### src/rtl/rr_request_arbiter_pkg.sv
// Shared widths, FSM encoding and helpers for the 16-way round-robin arbiter.
// Latency: n/a (types and constants only).
// Backpressure: n/a.
package rr_request_arbiter_pkg;

    localparam int N_REQ    = 16;
    localparam int IDX_W    = $clog2(N_REQ);
    localparam int MAX_HOLD = 15;
    localparam int CNT_W    = $clog2(MAX_HOLD + 1);

    typedef enum logic {
        ST_IDLE  = 1'b0,
        ST_GRANT = 1'b1
    } arb_state_e;

    typedef logic [N_REQ-1:0] req_vec_t;
    typedef logic [IDX_W-1:0] idx_t;
    typedef logic [CNT_W-1:0] cnt_t;

    // Bits strictly below idx; idx 0 yields an empty mask so the raw encoder wins.
    function automatic req_vec_t below_mask(idx_t idx);
        return (req_vec_t'(1) << idx) - req_vec_t'(1);
    endfunction

endpackage

### src/rtl/rr_request_arbiter_if.sv
// Request/grant bundle between the requester pool and the arbiter.
// Latency: wires only.
// Backpressure: none; owners keep the grant by holding req and release with done.
interface rr_request_arbiter_if;
    import rr_request_arbiter_pkg::*;

    logic     ena;
    req_vec_t req;
    logic     done;
    logic     grant_valid;
    idx_t     grant_idx;
    req_vec_t grant_onehot;
    logic     timeout;
    logic     busy;

    modport master (
        output ena, req, done,
        input  grant_valid, grant_idx, grant_onehot, timeout, busy
    );

    modport slave (
        input  ena, req, done,
        output grant_valid, grant_idx, grant_onehot, timeout, busy
    );

endinterface

### src/rtl/rr_request_arbiter_prio_enc16.sv
// 16-bit highest-set-bit priority encoder.
// Latency: combinational.
// Backpressure: n/a; idx is 0 when no bit is set.
module rr_request_arbiter_prio_enc16
    import rr_request_arbiter_pkg::*;
(
    input  req_vec_t vec,
    output idx_t     idx,
    output logic     any
);

    always_comb begin
        idx = '0;
        any = |vec;
        // Ascending scan: the last hit, i.e. the highest set bit, wins.
        for (int i = 0; i < N_REQ; i++) begin
            if (vec[i]) begin
                idx = idx_t'(i);
            end
        end
    end

endmodule

### src/rtl/rr_request_arbiter.sv
// Round-robin arbiter granting one of 16 requesters, rotating priority below the last winner.
// Latency: 1 cycle req->grant; one idle cycle after every release; all outputs registered.
// Backpressure: ena low blocks new grants only; grant ends on done, req drop or MAX_HOLD.
module rr_request_arbiter
    import rr_request_arbiter_pkg::*;
(
    input  logic                 clk,
    input  logic                 rst_n,
    rr_request_arbiter_if.slave  arb
);

    arb_state_e state_q,        state_d;
    idx_t       grant_idx_q,    grant_idx_d;
    req_vec_t   grant_onehot_q, grant_onehot_d;
    logic       timeout_q,      timeout_d;
    cnt_t       hold_cnt_q,     hold_cnt_d;
    idx_t       last_idx_q,     last_idx_d;

    req_vec_t masked_req;
    idx_t     masked_idx;
    idx_t     raw_idx;
    logic     masked_any;
    logic     raw_any;
    idx_t     winner;

    assign masked_req = arb.req & below_mask(last_idx_q);

    rr_request_arbiter_prio_enc16 u_enc_masked (
        .vec (masked_req),
        .idx (masked_idx),
        .any (masked_any)
    );

    rr_request_arbiter_prio_enc16 u_enc_raw (
        .vec (arb.req),
        .idx (raw_idx),
        .any (raw_any)
    );

    assign winner = masked_any ? masked_idx : raw_idx;

    always_comb begin
        state_d        = state_q;
        grant_idx_d    = grant_idx_q;
        grant_onehot_d = grant_onehot_q;
        timeout_d      = 1'b0;
        hold_cnt_d     = hold_cnt_q;
        last_idx_d     = last_idx_q;

        unique case (state_q)
            ST_IDLE: begin
                if (arb.ena && raw_any) begin
                    state_d        = ST_GRANT;
                    grant_idx_d    = winner;
                    grant_onehot_d = req_vec_t'(1) << winner;
                    last_idx_d     = winner;
                    hold_cnt_d     = cnt_t'(1);
                end
            end
            ST_GRANT: begin
                // done outranks withdrawal, which outranks the hold limit.
                if (arb.done || !arb.req[grant_idx_q] || (hold_cnt_q == cnt_t'(MAX_HOLD))) begin
                    state_d        = ST_IDLE;
                    grant_idx_d    = '0;
                    grant_onehot_d = '0;
                    hold_cnt_d     = '0;
                    timeout_d      = !arb.done && arb.req[grant_idx_q];
                end else begin
                    hold_cnt_d = hold_cnt_q + cnt_t'(1);
                end
            end
            default: begin
                state_d = ST_IDLE;
            end
        endcase
    end

    always_ff @(posedge clk) begin
        if (!rst_n) begin
            state_q        <= ST_IDLE;
            grant_idx_q    <= '0;
            grant_onehot_q <= '0;
            timeout_q      <= 1'b0;
            hold_cnt_q     <= '0;
            last_idx_q     <= '0;
        end else begin
            state_q        <= state_d;
            grant_idx_q    <= grant_idx_d;
            grant_onehot_q <= grant_onehot_d;
            timeout_q      <= timeout_d;
            hold_cnt_q     <= hold_cnt_d;
            last_idx_q     <= last_idx_d;
        end
    end

    assign arb.grant_valid  = (state_q == ST_GRANT);
    assign arb.busy         = (state_q == ST_GRANT);
    assign arb.grant_idx    = grant_idx_q;
    assign arb.grant_onehot = grant_onehot_q;
    assign arb.timeout      = timeout_q;

endmodule
### src/flat_wrapper.sv
// flat-port wrapper written by rule: the top's interface ports become plain ports
module rr_request_arbiter_flat import rr_request_arbiter_pkg::*;
  (clk, rst_n, arb_ena, arb_req, arb_done, arb_grant_valid, arb_grant_idx, arb_grant_onehot, arb_timeout, arb_busy);
  rr_request_arbiter_if arb_i ();
  input  logic clk;
  input  logic rst_n;
  input wire logic [$bits(arb_i.ena)-1:0] arb_ena;
  input wire logic [$bits(arb_i.req)-1:0] arb_req;
  input wire logic [$bits(arb_i.done)-1:0] arb_done;
  output wire logic [$bits(arb_i.grant_valid)-1:0] arb_grant_valid;
  output wire logic [$bits(arb_i.grant_idx)-1:0] arb_grant_idx;
  output wire logic [$bits(arb_i.grant_onehot)-1:0] arb_grant_onehot;
  output wire logic [$bits(arb_i.timeout)-1:0] arb_timeout;
  output wire logic [$bits(arb_i.busy)-1:0] arb_busy;
  assign arb_i.ena = arb_ena;
  assign arb_i.req = arb_req;
  assign arb_i.done = arb_done;
  assign arb_grant_valid = arb_i.grant_valid;
  assign arb_grant_idx = arb_i.grant_idx;
  assign arb_grant_onehot = arb_i.grant_onehot;
  assign arb_timeout = arb_i.timeout;
  assign arb_busy = arb_i.busy;
  rr_request_arbiter u_core (.clk(clk), .rst_n(rst_n), .arb(arb_i));
endmodule
### config.mk
export PLATFORM = sky130hd
export DESIGN_NAME = rr_request_arbiter_flat
export DESIGN_NICKNAME = d
export VERILOG_FILES = /design/src/rtl/rr_request_arbiter_pkg.sv /design/src/rtl/rr_request_arbiter_if.sv /design/src/rtl/rr_request_arbiter_prio_enc16.sv /design/src/rtl/rr_request_arbiter.sv /design/src/flat_wrapper.sv
export SDC_FILE = /design/constraint.sdc
export NUM_CORES = 1
export LEC_CHECK = 0
export ABC_AREA = 1
export BUFFER_PORTS_ARGS = -buffer_cell sky130_fd_sc_hd__buf_2
export CAP_MARGIN = 25
export CORE_AREA = 2 2 90 92
export DETAILED_ROUTE_END_ITERATION = 10
export DIE_AREA = 0 0 92 94
export PLACE_DENSITY = 0.58
export SYNTH_ARGS = -nofsm -noshare
export SYNTH_HDL_FRONTEND = slang
export SYNTH_HIERARCHICAL = 1
export SYNTH_SLANG_ARGS = --single-unit
### constraint.sdc
create_clock -name clk -period 7.7 [get_ports clk]
set_input_delay 0.385 -clock clk [delete_from_list [all_inputs] [get_ports clk]]
set_output_delay 0.385 -clock clk [all_outputs]
set_load 0.02 [all_outputs]
==> impl_metrics.py <==
metrics = {
    "status": {
        "outcome": "complete, no violations",
    },
    "critical_path": {
        "critical_path_class": "flip-flop to flip-flop",
        "rrSetupSlack_ns": 4.31,
        "arrival_ns": 3.60,
        "worstSetupEndpointType": "flip-flop",
        "path_max_fanout": 9,
        "crit_required_ns": 7.92,
        "cp-start-kind": "flip-flop",
    },
    "routing": {
        "drc": 0,
        "routed_wl_mm": 5.89,
        "vias": 2398,
        "wire_per_inst_um": 10.8,
        "vias_per_cell": 4.40,
        "drt_iter0_drc": 89,
        "antenna_left": 0,
        "first_pass_iters": 4,
    },
    "place": {
        "io_buffers": 42,
        "gp_congestion": 0.945,
        "dp.cells": 537,
        "dp_hpwl_mm": 4.79,
        "place_area_um2": 2500,
    },
    "synthesis": {
        "synth_area_per_cell_um2": 5.56,
        "synth_cells": 402,
        "synth_compound_area_frac": 0.0739,
        "ys.flop_type": "dfxtp_1",
        "synth-adder-area-share": 0.0112,
        "synth-simple-area-share": 0.470,
        "synth_area_um2": 2230,
        "synth_top_family_by_area": "simple AND/OR/NAND/NOR gates",
        "ys_seq_area_frac": 0.269,
        "ys_seq_elements": 30,
        "muxShareOfSynthArea": 0,
        "async_reset_ff_frac": 0,
        "synth_edf_count": 0,
        "synth-warning-count": 6,
        "yosysUniqueCellTypes": 32,
        "synth_xor_area_frac": 0.0118,
    },
    "layout": {
        "fin_nets": 464,
        "drive_gt1_frac": 0.144,
        "design_area_um2": 2600,
        "final_cells": 545,
        "syn2layout_area_growth_pct": 16.2,
        "mostFrequentLayoutCells": "120 x nand2_1, 69 x nor2_1, 69 x inv_1",
        "insertedDiodeCount": 0,
        "final_common_cell": "nand2_1",
    },
    "power": {
        "p_leak_nw": 1.40,
        "p_per_area_nw_per_um2": 200,
        "power.switching_w": 0.000209,
        "combPwrFrac": 0.393,
        "clkPwrFrac": 0.247,
        "p_sw_frac": 0.403,
        "power_frac_seq": 0.360,
        "worst_ir_drop_vdd_mv": 0.110,
        "intPower_w": 0.000309,
    },
    "sta": {
        "tns_ns": 0,
        "drv_slew": 0,
        "final-setup-viol-count": 0,
        "holdWs_ns": 0.423,
        "rsz0062_at_grt": "false",
        "clock_skew_ns": 0.00540,
        "fin_crit_ns": 3.39,
        "tightest_slew_ns": 0.550,
        "max-slew-margin-rel": 0.633,
        "hold_viol": 0,
        "finalCritPeriodShare": 0.440,
        "fmax_mhz": 295,
    },
    "clocking": {
        "ctsRootBufferMaster": "clkbuf_8",
        "post_cts.repair.setup_buffers": 0,
        "clk-insertion-delay-late_ns": 0.28,
        "numCtsBuffers": 5,
        "cts_buffer_depth": 2,
        "cts_resized": 0,
        "hold_buffers": 0,
        "cts_tree": "yes",
        "htree_levels": 2,
        "clkTransAtPathRegs_ns": 0.06,
        "clkSinkCount": 30,
    },
    "floorplanning": {
        "ios": 43,
        "rows": 32,
        "core_area_um2": 7610,
        "initial_utilization": 0.294,
        "dieArea_um2": 8650,
        "die_x_um": 92,
        "die_y_um": 94,
    },
    "global_route": {
        "first_global_vias": 2231,
        "grt_pass1_wl_mm": 10.0,
        "gr-usage-met2": 0.243,
        "grtUsageTotal": 0.146,
        "antenna_found_initial": 0,
        "use_met1": 0.187,
        "grt_max_degree": 22,
        "grt_overflow": 0,
        "grt_busiest_layer": "met2",
        "grt_use_met3": 0.0177,
    },
    "flow_run": {
        "maxCapViolCount": 0,
    },
    "worst_hold_path": {
        "hold_path.class": "primary input to flip-flop",
    },
}
[synth_stat cells (2+ instances only)]
library cell,instances,area [um^2]
o21bai_1,2,15.0
buf_6,3,33.8
nor4_1,3,18.8
o21a_1,2,15.0
buf_2,2,10.0
dfxtp_1,30,601
nand3_1,41,205
inv_1,69,259
nand2_1,120,450
xnor2_1,2,17.5
clkbuf_1,3,11.3
nor2_1,69,259
buf_4,2,15.0
nor2_2,5,31.3
a21oi_1,15,75.1
ha_1,2,25.0
o21ai_0,7,35.0
nand2_2,2,12.5
inv_2,4,15.0
o22ai_1,2,12.5
nor3_1,6,30.0
[path summary, 6_finish.rpt]
| check | startpoint | to | depth (start not counted) |
|---|---|---|---|
| setup / recovery | u_core/last_idx_q[3]$_SDFFE_PN0P_ | u_core/arb.grant_onehot[9]$_SDFFE_PN0P_ | 15 |
| hold / removal | arb_done | u_core/arb.timeout$_SDFF_PN0_ | 4 |
| setup reg to reg | u_core/last_idx_q[3]$_SDFFE_PN0P_ | u_core/arb.grant_onehot[9]$_SDFFE_PN0P_ | 15 |
| hold reg to reg | u_core/arb.grant_onehot[4]$_SDFFE_PN0P_ | u_core/arb.grant_onehot[4]$_SDFFE_PN0P_ | 2 |
[power by group through the flow]
| stage | combinational [W] | clock [W] | sequential, W |
|---|---|---|---|
| 6_report | 0.000204 | 0.000128 | 0.000186 |
| 5_1_grt | 0.000237 | 0.000140 | 0.000189 |
| 4_1_cts | 0.000204 | 0.000133 | 0.000187 |
| 3_5_place_dp | 0.000204 | 0 | 0.000190 |
| 3_3_place_gp | 0.000205 | 0 | 0.000190 |
| 2_1_floorplan | 0.000146 | 0 | 0.000198 |
[critical path, stage by stage, from the launching register on]
cell and delay, ns:
dfxtp_1 0.44, clkinv_1 0.27, nand3_1 0.17, ha_1 0.25, inv_1 0.09, nor3_1 0.22, nor3_1 0.11, nor4_1 0.30
nand3_1 0.25, o21ai_0 0.49, inv_1 0.19, nor2_1 0.20, nand2_1 0.08, nand3_1 0.09, nand2_1 0.06, nor2_1 0.11
[routing by layer]
layer,vias up,part of all wire
li1,1301,-
met1,1039,0.48
met2,47,0.45
met3,11,0.042
met4,0,0.025
met5,-,0
[state kept, by name (all words and copies together), names as in the netlist]
name and count:
u_core/arb.busy 1, u_core/arb.grant_idx 4, u_core/arb.grant_onehot 16, u_core/arb.timeout 1, u_core/hold_cnt_q 4, u_core/last_idx_q 4
[kinds of logic after synthesis]
family	Yosys count
XOR/XNOR	3
AND/OR/NAND/NOR	250
flip-flops	30
AO/OA/AOI/OAI	30
buffers and inverters	86
adder cells (fa/ha/maj)	2
other	1
[cell type report]
cell class,instances,area (um^2)
clock inverters,1,5.00
multi-input cells,287,1270
well taps,102,128
inverters,76,293
fillers,870,5010
repair buffers,42,210
clock buffers,7,86.3
flip-flops and latches,30,601
[stage by stage]
step,total power [W],worst slack (ns),util
finish,0.000518,4.31,0.341
global route,0.000566,3.81,0.341
CTS,0.000525,4.37,0.341
detailed placement,0.000393,4.39,0.329
global placement,0.000395,4.30,0.329
floorplan,0.000344,4.99,-
Power figures use the tool's default switching activity.
